--- src/rtl/led_rf_div_pkg.sv ---
// Shared constants and helpers for the LED/RF divider bank.
// Channel addressing: LED channels first, then RF carrier, then key pattern.
package led_rf_div_pkg;

    localparam int CH_RF_OFS  = 0;
    localparam int CH_KEY_OFS = 1;
    localparam int CW_DEFAULT = 25;

    function automatic int chw(input int n);
        return $clog2(n + 2);
    endfunction

    function automatic int unsigned div_default(input int cw);
        return (2 ** (cw - 1)) - 1;
    endfunction

    localparam int unsigned DIV_DEFAULT = div_default(CW_DEFAULT);

endpackage

--- src/rtl/led_rf_divider_bank_if.sv ---
// Configuration port and divider outputs of led_rf_divider_bank.
// The controller side uses master; the divider bank uses slave.
interface led_rf_divider_bank_if
    import led_rf_div_pkg::*;
#(
    parameter int NCH = 3,
    parameter int CW  = CW_DEFAULT
) ();

    localparam int CHW = chw(NCH);

    logic           cfg_we;
    logic [CHW-1:0] cfg_ch;
    logic [CW-1:0]  cfg_div;
    logic           cfg_busy;
    logic           cfg_err;
    logic [NCH-1:0] div_out;
    logic           rf;

    modport master (
        output cfg_we, cfg_ch, cfg_div,
        input  cfg_busy, cfg_err, div_out, rf
    );

    modport slave (
        input  cfg_we, cfg_ch, cfg_div,
        output cfg_busy, cfg_err, div_out, rf
    );

endinterface

--- src/rtl/div_channel.sv ---
// One programmable divider: counts 0..div, toggles q on wrap.
// New divisors wait in a shadow register until the current period ends.
module div_channel #(
    parameter int            CW      = 25,
    parameter logic [CW-1:0] DIV_RST = {1'b0, {(CW-1){1'b1}}}
) (
    input  logic          clk,
    input  logic          rst,
    input  logic          wr,
    input  logic [CW-1:0] wr_data,
    output logic          busy,
    output logic          wrap,
    output logic          q
);

    logic [CW-1:0] cnt;
    logic [CW-1:0] div;
    logic [CW-1:0] shadow;
    logic          pending;
    logic          q_r;

    assign wrap = (cnt == div);
    assign busy = pending;
    assign q    = q_r;

    always_ff @(posedge clk or posedge rst) begin
        if (rst) begin
            cnt     <= '0;
            div     <= DIV_RST;
            shadow  <= DIV_RST;
            pending <= 1'b0;
            q_r     <= 1'b0;
        end else begin
            if (wrap) begin
                cnt <= '0;
                q_r <= ~q_r;
                if (pending) begin
                    div     <= shadow;
                    pending <= 1'b0;
                end
            end else begin
                cnt <= cnt + CW'(1);
            end
            // A write landing on a wrap only arms the shadow; it applies one period later.
            if (wr && !pending) begin
                shadow  <= wr_data;
                pending <= 1'b1;
            end
        end
    end

endmodule

--- src/rtl/led_rf_divider_bank.sv ---
// NCH LED divider channels plus one RF carrier channel with a registered rf output.
// Optional on-off keying of rf is built when RF_KEY_EN is defined.
module led_rf_divider_bank
    import led_rf_div_pkg::*;
#(
    parameter int          NCH     = 3,
    parameter int          CW      = CW_DEFAULT,
    parameter int unsigned DIV_RST = div_default(CW)
`ifdef RF_KEY_EN
    ,
    parameter int                  KEY_BITS = 16,
    parameter int                  SYM_LEN  = 1000000,
    parameter logic [KEY_BITS-1:0] KEY_RST  = '1
`endif
) (
    input logic                  CLK1,
    input logic                  RST,
    led_rf_divider_bank_if.slave bus
);

    localparam int CHW   = chw(NCH);
    localparam int RF_CH = NCH + CH_RF_OFS;

    logic [NCH:0] ch_wr;
    logic [NCH:0] ch_busy;
    logic [NCH:0] ch_wrap;
    logic [NCH:0] ch_q;
    logic         sel_busy;
    logic         key_wr;
    logic         gate;
    logic         err_q;
    logic         rf_q;

    // Address decode: a divider write is accepted only when its channel is idle.
    always_comb begin
        ch_wr    = '0;
        sel_busy = 1'b0;
        for (int i = 0; i <= NCH; i++) begin
            if (bus.cfg_ch == CHW'(i)) begin
                sel_busy = ch_busy[i];
                ch_wr[i] = bus.cfg_we && !ch_busy[i];
            end
        end
    end

    for (genvar g = 0; g <= NCH; g++) begin : g_ch
        div_channel #(
            .CW      (CW),
            .DIV_RST (CW'(DIV_RST))
        ) u_ch (
            .clk     (CLK1),
            .rst     (RST),
            .wr      (ch_wr[g]),
            .wr_data (bus.cfg_div),
            .busy    (ch_busy[g]),
            .wrap    (ch_wrap[g]),
            .q       (ch_q[g])
        );
    end

`ifdef RF_KEY_EN
    localparam int KEY_CH = NCH + CH_KEY_OFS;
    localparam int SCW    = (SYM_LEN > 1) ? $clog2(SYM_LEN) : 1;

    logic [SCW-1:0]         sym_cnt;
    logic [KEY_BITS-1:0]    pattern;
    logic [KEY_BITS-1:0]    key_wdata;
    logic [KEY_BITS+CW-1:0] key_ext;
    logic                   key_bit;

    assign key_wr    = bus.cfg_we && (bus.cfg_ch == CHW'(KEY_CH));
    assign key_ext   = {{KEY_BITS{1'b0}}, bus.cfg_div};
    assign key_wdata = key_ext[KEY_BITS-1:0];
    assign gate      = key_bit;

    // Pattern writes restart the symbol immediately rather than waiting for a boundary.
    always_ff @(posedge CLK1 or posedge RST) begin
        if (RST) begin
            sym_cnt <= '0;
            pattern <= KEY_RST;
            key_bit <= KEY_RST[KEY_BITS-1];
        end else if (key_wr) begin
            sym_cnt <= '0;
            pattern <= key_wdata;
            key_bit <= key_wdata[KEY_BITS-1];
        end else if (sym_cnt == SCW'(SYM_LEN - 1)) begin
            sym_cnt <= '0;
            pattern <= {pattern[KEY_BITS-2:0], pattern[KEY_BITS-1]};
            key_bit <= pattern[KEY_BITS-2];
        end else begin
            sym_cnt <= sym_cnt + SCW'(1);
        end
    end
`else
    assign key_wr = 1'b0;
    assign gate   = 1'b1;
`endif

    always_ff @(posedge CLK1 or posedge RST) begin
        if (RST) begin
            err_q <= 1'b0;
        end else if (bus.cfg_we && (ch_wr == '0) && !key_wr) begin
            err_q <= 1'b1;
        end
    end

    always_ff @(posedge CLK1 or posedge RST) begin
        if (RST) begin
            rf_q <= 1'b0;
        end else begin
            rf_q <= ch_q[RF_CH] & gate;
        end
    end

    assign bus.cfg_busy = sel_busy;
    assign bus.cfg_err  = err_q;
    assign bus.div_out  = ch_q[NCH-1:0];
    assign bus.rf       = rf_q;

endmodule
--- src/flat_wrapper.sv ---
// flat-port wrapper written by rule: the top's interface ports become plain ports
module led_rf_divider_bank_flat import led_rf_div_pkg::*;
#(
    parameter int          NCH     = 3,
    parameter int          CW      = CW_DEFAULT,
    parameter int unsigned DIV_RST = div_default(CW)

)
  (CLK1, RST, bus_cfg_we, bus_cfg_ch, bus_cfg_div, bus_cfg_busy, bus_cfg_err, bus_div_out, bus_rf);
  led_rf_divider_bank_if #(.NCH(NCH), .CW(CW)) bus_i ();
  input logic CLK1;
  input logic RST;
  input wire logic [$bits(bus_i.cfg_we)-1:0] bus_cfg_we;
  input wire logic [$bits(bus_i.cfg_ch)-1:0] bus_cfg_ch;
  input wire logic [$bits(bus_i.cfg_div)-1:0] bus_cfg_div;
  output wire logic [$bits(bus_i.cfg_busy)-1:0] bus_cfg_busy;
  output wire logic [$bits(bus_i.cfg_err)-1:0] bus_cfg_err;
  output wire logic [$bits(bus_i.div_out)-1:0] bus_div_out;
  output wire logic [$bits(bus_i.rf)-1:0] bus_rf;
  assign bus_i.cfg_we = bus_cfg_we;
  assign bus_i.cfg_ch = bus_cfg_ch;
  assign bus_i.cfg_div = bus_cfg_div;
  assign bus_cfg_busy = bus_i.cfg_busy;
  assign bus_cfg_err = bus_i.cfg_err;
  assign bus_div_out = bus_i.div_out;
  assign bus_rf = bus_i.rf;
  led_rf_divider_bank #(.NCH(NCH), .CW(CW), .DIV_RST(DIV_RST)) u_core (.CLK1(CLK1), .RST(RST), .bus(bus_i));
endmodule
--- config.mk ---
export PLATFORM = sky130hd
export DESIGN_NAME = led_rf_divider_bank_flat
export DESIGN_NICKNAME = d
export VERILOG_FILES = /design/src/rtl/led_rf_div_pkg.sv /design/src/rtl/led_rf_divider_bank_if.sv /design/src/rtl/div_channel.sv /design/src/rtl/led_rf_divider_bank.sv /design/src/flat_wrapper.sv
export SDC_FILE = /design/constraint.sdc
export NUM_CORES = 1
export LEC_CHECK = 0
export BUFFER_PORTS_ARGS = -buffer_cell sky130_fd_sc_hd__clkbuf_2
export CORE_UTILIZATION = 50
export DETAILED_ROUTE_END_ITERATION = 16
export PLACE_DENSITY = 0.66
export SLEW_MARGIN = 20
export SYNTH_ARGS = -nofsm -noshare
export SYNTH_HDL_FRONTEND = slang
export SYNTH_HIERARCHICAL = 1
export SYNTH_SLANG_ARGS = --single-unit
--- constraint.sdc ---
create_clock -name CLK1 -period 3.2 [get_ports CLK1]
set_input_delay 0.96 -clock CLK1 [delete_from_list [all_inputs] [get_ports CLK1]]
set_output_delay 0.96 -clock CLK1 [all_outputs]
set_load 0.01 [all_outputs]
### Word level (Yosys, flattened, before mapping)

Index checks and enable logic that the tools add are counted.

* bits in registers: 310
* word-level logic and storage cells: 80
* output and inout bits: 6
* input bits: 31

* eq/ne operators: 7
* reductions and logical operators: 23
* bitwise operators: 4
* add/subtract/negate cells: 4
* mux-type cells: 20

Operator list (number)
* $add A25 B1 Y25 const B: 4
* $eq A25 B25 Y1: 4
* $mux W25: 4
* $mux W1: 16
* $logic_and A1 B1 Y1: 9
* $reduce_and A2 Y1: 4
* $reduce_bool A2 Y1: 4
* $eq A3 B2 Y1 const B: 2
* $logic_not A1 Y1: 4
* $logic_not A4 Y1: 1
* $not A1 Y1: 4
* $eq A3 B1 Y1 const B: 1
* $logic_not A3 Y1: 1

### Longest topological paths before layout

Gate-level depths: netlist of the first run.

* depth in word-level cells: 5
* mapped depth: 8
* depth with buffers taken out: 6

### Hierarchy

The synthesis of the first run kept the hierarchy.

By module, submodules not included
* div_channel: times used 4, area an instance 3529.6 sq um, cells each 270, seq. area each 1986.9 sq um
* led_rf_divider_bank: times used 1, area an instance 209.0 sq um, cells each 20, seq. area each 50.0 sq um

### Worst setup path before layout of the first run

OpenSTA, ideal clock, no wires.

* path type: in2reg
* start: input port bus_cfg_ch[2]
* end: register u_core.g_ch[3].u_ch.shadow[24]
* stages on the path: 6
* setup time: 125 ps
* data required time: 3075 ps
* data arrival time: 2541 ps
* slack: 535 ps
* path through: nand2b_1 -> nor4bb_1 -> nor2b_1 -> clkbuf_1 -> buf_1 -> mux2_2

* cells in the longest elaborated chain, start to end: 3

Ends and longest elaborated chain
* start, declared: RTL line flat_wrapper.sv:14 `input wire logic [$bits(bus_i.cfg_ch)-1:0] bus_cfg_ch;`
* $eq A3 B2 Y1: RTL line led_rf_divider_bank.sv:39 `if (bus.cfg_ch == CHW'(i)) begin`
* $mux W1: RTL line led_rf_divider_bank.sv:39
* via u_core.ch_wr[3]: RTL line led_rf_divider_bank.sv:24 `logic [NCH:0] ch_wr;`
* $logic_and A1 B1 Y1: RTL line div_channel.sv:45 `if (wr && !pending) begin`
* end signal, assigned: RTL line div_channel.sv:46 `shadow <= wr_data;`
* end, declared: RTL line div_channel.sv:18 `logic [CW-1:0] shadow;`

The timed path passes the listed nets, and every way through them passes these cells.
A chain may end at the register's enable or synchronous reset.

### Worst setup path in the final report of the first run

* start: input port bus_cfg_ch[0]
* end: output port bus_cfg_busy

* cells in the longest elaborated chain, start to end: 5
* elaborated cells on any way between the ends: 8
* classes of those cells: eq/ne (3); mux (4); reduce/logical (1)

Ends and longest elaborated chain
* $logic_not A3 Y1: RTL line led_rf_divider_bank.sv:39
* $mux W1 (3 in a row): RTL line led_rf_divider_bank.sv:39
* $mux W1 *: RTL line led_rf_divider_bank.sv:39
* end, declared: RTL line flat_wrapper.sv:16 `output wire logic [$bits(bus_i.cfg_busy)-1:0] bus_cfg_busy;`

Mark *: on every way between the ends. The rest lies on a longest branch, timed or not.

==> results of run 1 <==
worst max-delay path: cells and delay by family:
family                 cells  cell delay [ps]
muxes                      1              510
and+or+nand+nor            1              160
buffers and inverters      2              300
layer usage:
| metal | wire (µm) | track usage | vias to the layer above |
|---|---|---|---|
| met5 | 0 | 0 | - |
| met4 | 567 | 0.0540 | 0 |
| met3 | 753 | 0.0308 | 41 |
| met2 | 14200 | 0.349 | 77 |
| met1 | 13800 | 0.295 | 4102 |
| li1 | - | - | 3824 |
final cells by class:
type                       count  area share
clock inverter                 6     0.00366
sequential                   310       0.498
multi-input combinational    709       0.369
timing repair buffer          61      0.0268
clock buffer                  54      0.0652
tap                          378      0.0295
inverter                      33     0.00772
flip-flops by register name, indices dropped and copies added, names as in the netlist:
name	flops
u_core/g_ch.u_ch/busy	4
u_core/bus.rf	1
u_core/g_ch.u_ch/div	100
u_core/g_ch.u_ch/q	4
u_core/g_ch.u_ch/shadow	100
u_core/bus.cfg_err	1
u_core/g_ch.u_ch/cnt	100
path summary, 6_finish.rpt:
path,from,to,slack (ps)
setup / recovery,bus_cfg_ch[0],bus_cfg_busy,310
hold / removal,u_core/g_ch[3].u_ch/q,u_core/bus.rf,410
setup reg to reg,u_core/g_ch[1].u_ch/div[5],u_core/g_ch[1].u_ch/div[24],780
hold reg to reg,u_core/g_ch[3].u_ch/q,u_core/bus.rf,410
max in group asynchronous,RST,u_core/g_ch[2].u_ch/div[9],1880
min in group asynchronous,RST,u_core/g_ch[3].u_ch/cnt[6],480
metrics by stage:
step | cell area, µm² | utilization | instances | hold WS, ps | total power, mW
6_report | 16100 | 0.573 | 1551 | 409 | 13.9
4_1_cts | 16100 | 0.573 | 1551 | 419 | 14.0
2_1_floorplan | 14300 | - | 1100 | 372 | 9.21
3_3_place_gp | 14900 | 0.534 | 1491 | 404 | 9.95
5_1_grt | 16100 | 0.573 | 1551 | 426 | 14.6
3_5_place_dp | 14900 | 0.534 | 1491 | 405 | 10.1
synthesized netlist by cell type (all sizes together):
library cell  number  area share
or3                4      0.0017
nor3              37       0.013
nor4              21      0.0092
a221oi             1     0.00061
ha                 4      0.0035
nor3b              1     0.00052
buf               24       0.014
and4              16      0.0098
clkbuf            24      0.0063
dfstp            192        0.35
nor4bb             1     0.00070
and2b              4      0.0021
inv               33      0.0086
xnor2            116       0.071
xor2              80       0.049
nand3             24      0.0084
nand2             24      0.0063
nand2b             1     0.00044
dfrtp            118        0.21
and3               8      0.0035
mux4               1      0.0016
mux2i              2      0.0014
or3b               4      0.0024
nor4b              2      0.0012
nor2             117       0.031
o21a               4      0.0021
mux2             200        0.18
nand4             28       0.012
nor2b              9      0.0045
layout by cell type (no fill, tap or decap):
cell / netlist / layout
clkinv_2: 0 / 4
and4_1: 16 / 16
clkbuf_16: 0 / 35
nor4_1: 21 / 21
buf_12: 0 / 5
and2b_1: 4 / 4
xnor2_1: 116 / 116
mux4_2: 1 / 1
clkbuf_8: 0 / 10
nor3b_1: 1 / 1
and3_1: 8 / 8
bufinv_16: 0 / 1
nor4b_1: 2 / 2
inv_6: 0 / 1
nand4_1: 28 / 28
nor2b_1: 8 / 4
dfrtp_1: 118 / 118
o21a_1: 4 / 4
mux2_4: 76 / 76
inv_1: 33 / 29
or3_1: 4 / 4
buf_4: 3 / 20
clkbuf_1: 24 / 9
nor2_1: 117 / 117
nand2b_1: 1 / 1
inv_2: 0 / 4
or3b_1: 4 / 4
nor4bb_1: 1 / 1
ha_1: 4 / 4
mux2_2: 124 / 124
a221oi_1: 1 / 1
nand2_1: 24 / 24
clkbuf_2: 0 / 36
nand3_1: 24 / 24
nor2b_2: 0 / 4
dfstp_2: 192 / 192
xor2_1: 80 / 80
mux2i_1: 2 / 2
nor2b_4: 1 / 1
nor3_1: 37 / 37
cell families (layout without fill, tap and decap cells):
logic type / Yosys count / in the layout / share of synthesized area
compound gates: 5 / 5 / 0.00271
xor+xnor: 196 / 196 / 0.120
fa+ha+maj: 4 / 4 / 0.00349
buf+inv: 81 / 154 / 0.0292
flops: 310 / 310 / 0.558
mux: 203 / 203 / 0.180
simple gates: 301 / 301 / 0.107
power by group through the flow:
stage / Clock (mW) / Combinational (mW) / Sequential [mW]
3_5_place_dp: 0 / 3.02 / 7.07
6_report: 3.85 / 3.00 / 7.02
2_1_floorplan: 0 / 2.54 / 6.67
4_1_cts: 3.96 / 3.04 / 7.03
3_3_place_gp: 0 / 2.93 / 7.02
5_1_grt: 4.10 / 3.31 / 7.21
==> flow_summary.ini, run 1 <==
[critical_path]
critPathCaptureType = primary output
slowest_delay_ps = 510
chain_of_cells_forming_the_critical_path = clkbuf_2, mux4_2, nor2b_4, clkbuf_2
cp_slowest_cell = mux4_2
cp.required_ps = 2240
critical_path_class = in -> out
rr_worst_depth = 6
critical_path_arrival_ps = 1930
crit_top_cell = clkbuf_2
timing.critical_path.fanout_max = 7
critical_path.startpoint_type = primary input

[grt]
grt_first_pass_wirelength_um = 47100
gr-usage-all-layers = 0.212
sum_of_overflow_across_all_layers_after_global_routing = 0
antenna_found_initial = 0
pin_count_of_the_biggest_net_entering_global_routing = 78
number_of_global_route_vias_before_repair = 8324

[place]
numPortBuffers = 36
globalplace.congestion = 0.765
place_ws_ps = 310
dp.final_hpwl_um = 19700

[final_layout]
final_net_count = 1184
fill_cells = 2287
sequential_cell_area_um2 = 8000
syn2layout_area_growth_pct = 12.0
multiInputGateArea_um2 = 5920
final_layout_size_suffix_gt1_frac = 0.438
antenna_cells_inserted = 0

[yosys]
yosysUniqueCellTypes = 34
postSynthAreaPerCell_um2 = 13.0
synth.ff_latch_count = 310
synth_seq_area_share = 0.558
syn-cell-area_um2 = 14300
synth_nets = 1135
syn_inst = 1100
synthesis.yosys.warnings = 6

[flow_run]
max_cap_violations = 0

[clock_network]
post_cts_hold_buffer_count = 0
post_cts_resized = 0
htree_num_levels = 2
cts_setup_buffers = 0
cts.clk_slew.worst_paths_ps = 50
cts_max_path_buffers = 3
worstSkewPairLatency_ps = 520
cts_tree = done
clock_sink_count = 310
cts.root.buffer_cell = clkbuf_16
number_of_cts_inserted_buffers = 34

[timing]
worst_pin_slew_ps = 509
hold_viol = 0
max_slew_margin = 0.660
timing_max_transition_violations_final = 0
final.setup.worst_slack_ps = 308
fmax_mhz = 346
finalSetupViolations = 0
finClkSkew_ps = 16.6
period_share = 0.904
rsz0062_at_grt = false
setup_tns_ps = 0
final_period_minus_worst_setup_slack_ps = 2890

[outcome]
run_status = completed

[floorplan]
placement_rows = 61
total_i_o_pin_count = 37
dieWidth_um = 171
initial_core_util = 0.512
design.core.area_um2 = 28000
die_area_um2 = 29300
die_h_um = 171

[hold_path]
min_delay_path_depth = 0
min_path_type = reg -> reg

[route]
post_drt_via_cell_ratio = 5.19
final_antenna_net_count = 0
drt_iter0_drc = 521
detail_route.wirelength_um = 29400
drt_drc_violations_left = 0
drt-wirelength-per-cell_um = 18.9
drt_pre_antenna_iters = 4
detailroute.via_count = 8044

[power_and_ir_drop]
power_per_cell_area_nw_per_um2 = 864
power.combinational.fraction = 0.216
p_sw_mw = 3.74
vdd.ir_drop.worst_mv = 0.330
pwr-share-seq = 0.506
switching_part_of_the_total = 0.270
total_leakage_power_nw = 7.06
internal_power_mw = 10.1
power.clock.fraction = 0.278
Note: power is estimated with default switching activity, not from simulation.
==> run 2: changes to the inputs <==
==> constraint.sdc (replaced) <==
create_clock -name CLK1 -period 3.2 [get_ports CLK1]
set_input_delay 0 -clock CLK1 [delete_from_list [all_inputs] [get_ports CLK1]]
set_output_delay 0 -clock CLK1 [all_outputs]
set_load 0.01 [all_outputs]
==> run 2 against run 1 <==
  * Die area is the same
  * Sequential power is essentially flat
  * Largest cell class unchanged
  * Cell area grew 2.9%
  * Final cell count grew 1.8%
==> flow_summary.ini, run 2 (synthesis gave the netlist of run 1 again) <==
[place]
globalplace.congestion = 0.825
dp.final_hpwl_um = 19900
numPortBuffers = 36
placed_cell_area_um2 = 14900

[grt]
sum_of_overflow_across_all_layers_after_global_routing = 0
grt_first_pass_wirelength_um = 48400
gr-usage-all-layers = 0.218
antenna_found_initial = 1
pin_count_of_the_biggest_net_entering_global_routing = 78
number_of_global_route_vias_before_repair = 8357

[final_layout]
final_layout_size_suffix_gt1_frac = 0.431
antenna_cells_inserted = 0
biggestRegsByFlops = u_core/g_ch.u_ch/cnt x100, u_core/g_ch.u_ch/div x100, u_core/g_ch.u_ch/shadow x100
layout.cells.most_common_list = 192 x dfstp_2, 124 x mux2_2, 118 x dfrtp_1, 117 x nor2_1, 116 x xnor2_1
syn2layout_area_growth_pct = 15.3
final_net_count = 1210
finish.utilization = 0.590
most_common_cell_after_layout_fill_and_taps_aside = dfstp_2
final_area_um2 = 16500

[timing]
hold_viol = 0
period_share = 0.772
rsz0062_at_grt = false
setup_tns_ps = 0
finClkSkew_ps = 7.00
finalSetupViolations = 0
max_slew_margin = 0.374
timing_max_transition_violations_final = 0
whs_ps = 72.7
fmax_mhz = 405
worst_pin_slew_ps = 939
final_period_minus_worst_setup_slack_ps = 2470

[power_and_ir_drop]
internal_power_mw = 10.7
switching_part_of_the_total = 0.264
vdd.ir_drop.worst_mv = 0.367
p_sw_mw = 3.83
power.clock.fraction = 0.308
power.combinational.fraction = 0.207
pwr-share-seq = 0.485
total_leakage_power_nw = 7.27
power_per_cell_area_nw_per_um2 = 878

[floorplan]
design.core.area_um2 = 28000
total_i_o_pin_count = 37
die_h_um = 171
dieWidth_um = 171
initial_core_util = 0.512
placement_rows = 61
die_area_um2 = 29300

[clock_network]
clock_sink_count = 310
worstSkewPairLatency_ps = 510
cts_setup_buffers = 0
htree_num_levels = 2
post_cts_resized = 0
cts.clk_slew.worst_paths_ps = 60
cts.root.buffer_cell = clkbuf_16
number_of_cts_inserted_buffers = 34
post_cts_hold_buffer_count = 31
cts_max_path_buffers = 3
cts_tree = done

[critical_path]
critical_path_arrival_ps = 2900
critical_path_class = reg -> reg
timing.critical_path.fanout_max = 17
critPathCaptureType = register
cp.required_ps = 3640
critical_path.startpoint_type = register

[route]
final_antenna_net_count = 0
drt-wirelength-per-cell_um = 19.1
drt_pre_antenna_iters = 5
drt_iter0_drc = 435
post_drt_via_cell_ratio = 5.21
drt_drc_violations_left = 0
detail_route.wirelength_um = 30100
detailroute.via_count = 8223

[hold_path]
min_path_type = in -> async

[outcome]
run_status = completed

[flow_run]
max_cap_violations = 0
[run 2: layer usage]
layer	share of wire	wire [µm]	GRT usage	vias to the layer above
met5	0	0	0	-
met4	0.016	477	0.0509	0
li1	-	-	-	3885
met3	0.028	854	0.0320	37
met1	0.48	14500	0.314	4196
met2	0.47	14300	0.349	105
[run 2: power by group through the flow]
stage                     Sequential (mW)  Combinational [mW]  Clock [mW]
after floorplan                      6.67                2.54           0
after global placement               7.04                2.91           0
after detailed placement             7.07                3.00           0
after CTS                            7.04                3.05        4.55
after global routing                 7.23                3.32        4.71
final                                7.04                3.01        4.46
[run 2: area by class of cell]
cell class                      instances  area (µm²)
Clock buffer                           50        1130
Clock inverter                         12         194
Fill cell                            2272       11500
Inverter                               33         124
Multi-Input combinational cell        709        5920
Sequential cell                       310        8000
Tap cell                              378         473
Timing Repair Buffer                   87         678
[run 2: final timing paths]
kind / startpoint / endpoint / slack, ps / cells after the start
min in group CLK1: bus_cfg_ch[2] / u_core/g_ch[2].u_ch/busy / 130 / 4
setup reg to reg: u_core/g_ch[2].u_ch/div[18] / u_core/g_ch[2].u_ch/div[18] / 730 / 6
max in group asynchronous: RST / u_core/g_ch[0].u_ch/div[19] / 2010 / 4
setup / recovery: u_core/g_ch[2].u_ch/div[18] / u_core/g_ch[2].u_ch/div[18] / 730 / 6
hold reg to reg: u_core/g_ch[3].u_ch/q / u_core/bus.rf / 400 / 0
hold / removal: RST / u_core/bus.cfg_err / 70 / 3
[run 2: per-stage QoR]
stage	setup WS, ps	total power, mW	instances
floorplan	1220	9.21	1100
global placement	786	9.95	1486
detailed placement	765	10.1	1486
CTS	748	14.6	1579
global route	540	15.3	1579
finish	731	14.5	1579
[run 2: critical path, stage by stage, from the launching register on]
cell and delay, ps:
dfstp_2 540, xor2_1 70, nor4_1 380, nand4_1 160, or3b_1 660, buf_12 280
mux2_4 310
==> run 3: changes to the inputs <==
- PLACE_DENSITY: 0.66 -> 0.69
- clock period: 3.2 -> 1.99 ns (I/O delays scaled with it)
==> run 3 against run 2 <==
  * The flow now finishes with violations (negative setup slack)
  * First-iteration DRC count is 6.9% higher
  * Hold slack worse by 54 ps
  * Global-route usage is 0.33 points higher
  * Sequential cell count stayed put
  * Largest cell class unchanged
  * Largest power group unchanged
  * Highest routed layer unchanged
==> flow_summary.ini, run 3 (synthesis gave the netlist of run 1 again) <==
[hold_path]
min_path_type = in -> async

[timing]
worst_pin_slew_ps = 412
finClkSkew_ps = 12.9
timing_max_transition_violations_final = 0
whs_ps = 19.0
finalSetupViolations = 100
final.setup.worst_slack_ps = -140
hold_viol = 0
setup_tns_ps = -7230
final_period_minus_worst_setup_slack_ps = 2130
rsz0062_at_grt = true
period_share = 1.07
fmax_mhz = 469
max_slew_margin = 0.722

[clock_network]
clock_sink_count = 310
number_of_cts_inserted_buffers = 35
cts_setup_buffers = 0
cts.root.buffer_cell = clkbuf_16
cts_max_path_buffers = 3
cts.clk_slew.worst_paths_ps = 60
htree_num_levels = 2
worstSkewPairLatency_ps = 520
cts_tree = done

[grt]
number_of_global_route_vias_before_repair = 8860
grt_first_pass_wirelength_um = 49600
pin_count_of_the_biggest_net_entering_global_routing = 78
sum_of_overflow_across_all_layers_after_global_routing = 0
antenna_found_initial = 0
gr-usage-all-layers = 0.221

[floorplan]
die_h_um = 171
dieWidth_um = 171
placement_rows = 61
die_area_um2 = 29300
design.core.area_um2 = 28000
initial_core_util = 0.512
total_i_o_pin_count = 37

[place]
dp.final_hpwl_um = 20500
numPlacedInstances = 1580
globalplace.congestion = 0.805
place_ws_ps = -147
numPortBuffers = 36

[outcome]
run_status = finished with violations
failed_checks = negative setup slack

[critical_path]
rr_worst_depth = 6
cp_slowest_cell = dfstp_2
r2r_setup_slack_ps = -140
critical_path.startpoint_type = register
regToRegEndpoint = u_core/g_ch[0].u_ch/div[19]
slowest_delay_ps = 550
worstPathBufferInverterCount = 1
critical_path_class = reg -> reg
r2r-start = u_core/g_ch[0].u_ch/div[1]
timing.critical_path.max_delay_family = simple AND/OR/NAND/NOR gates
critical_path_arrival_ps = 2570
chain_of_cells_forming_the_critical_path = xor2_1, nor4_2, nand4_1, or3b_4, buf_6, mux2_4
cp.required_ps = 2430
critPathCaptureType = register
timing.critical_path.fanout_max = 12

[route]
detail_route.wirelength_um = 31000
post_drt_via_cell_ratio = 5.14
drt-wirelength-per-cell_um = 18.5
drt_iter0_drc = 465
drt_drc_violations_left = 0
drt_pre_antenna_iters = 4
final_antenna_net_count = 0
detailroute.via_count = 8620

[final_layout]
finalNonFillerCells = 1677
most_common_cell_after_layout_fill_and_taps_aside = dfstp_2
biggestRegsByFlops = u_core/g_ch.u_ch/cnt x100, u_core/g_ch.u_ch/div x100, u_core/g_ch.u_ch/shadow x100
syn2layout_area_growth_pct = 22.1
antenna_cells_inserted = 0
layout.cells.most_common_list = 192 x dfstp_2, 124 x mux2_2, 118 x dfrtp_1, 117 x nor2_1, 116 x xnor2_1
finish.utilization = 0.625
final_net_count = 1307
fill_cells = 2160
final_layout_size_suffix_gt1_frac = 0.490

[power_and_ir_drop]
vdd.ir_drop.worst_mv = 0.527
power_per_cell_area_nw_per_um2 = 1360
total_leakage_power_nw = 7.84

[flow_run]
max_cap_violations = 0
-- run 3: cell count changes in the layout (fill, tap and decap cells not counted), sizes merged --
cell	change
inv	+2
bufinv	-2
clkinv	+5
clkinvlp	-1
buf	+94
-- run 3: routing by layer --
metal / wire length [µm] / up-vias / part of all wire / GRT usage
met3: 952 / 49 / 0.031 / 0.0320
met1: 14400 / 4380 / 0.47 / 0.311
met2: 14800 / 104 / 0.48 / 0.358
li1: - / 4087 / - / -
met5: 0 / - / 0 / 0
met4: 743 / 0 / 0.024 / 0.0629
-- run 3: power by group --
group	internal (mW)	switching, mW	total [mW]
Sequential	9.60	1.56	11.2
Clock	4.23	2.65	6.88
Combinational	3.44	2.24	5.68
-- run 3: area by class of cell --
cell class / count / area, µm² / share of cell area
inverters: 33 / 124 / 0.00708
well taps: 378 / 473 / 0.0270
clock buffers: 48 / 1080 / 0.0617
multi-input cells: 709 / 6030 / 0.344
repair buffers: 183 / 1610 / 0.0921
flip-flops and latches: 310 / 8000 / 0.457
clock inverters: 16 / 183 / 0.0104
-- run 3: stage by stage --
| stage | power, mW | area, µm² |
|---|---|---|
| after floorplan | 14.8 | 14300 |
| after global placement | 16.4 | 15700 |
| after detailed placement | 16.6 | 15700 |
| after CTS | 23.8 | 17400 |
| after global routing | 24.9 | 17500 |
| final | 23.7 | 17500 |
-- run 3: what timing repair did --
| item | 4_1_cts | 5_1_grt |
|---|---|---|
| resized for setup | 21 | 15 |
| endpoints found under the setup margin | 100 | 110 |
| gates cloned | 0 | 2 |
| hold endpoints to repair | 289 | 0 |
| hold buffers | 31 | 0 |
| pin swaps | 11 | 3 |
-- run 3: worst max-delay path by stage --
stage	startpoint	end	slack, ps	cells past startpoint
floorplan	u_core/g_ch[0].u_ch/div[9]	u_core/g_ch[0].u_ch/div[11]	10	7
global route	u_core/g_ch[0].u_ch/div[1]	u_core/g_ch[0].u_ch/div[24]	-220	6
finish	u_core/g_ch[0].u_ch/div[1]	u_core/g_ch[0].u_ch/div[19]	-140	6
CTS	u_core/g_ch[0].u_ch/div[18]	u_core/g_ch[0].u_ch/div[24]	-120	6
detailed placement	u_core/g_ch[0].u_ch/div[1]	u_core/g_ch[0].u_ch/div[24]	-150	6
global placement	u_core/g_ch[0].u_ch/div[1]	u_core/g_ch[0].u_ch/div[24]	-130	6
-- run 3: tightest hold or removal path, stage by stage --
cell and delay, ps:
dlygate4sd3_1 530, clkbuf_2 190, inv_1 170
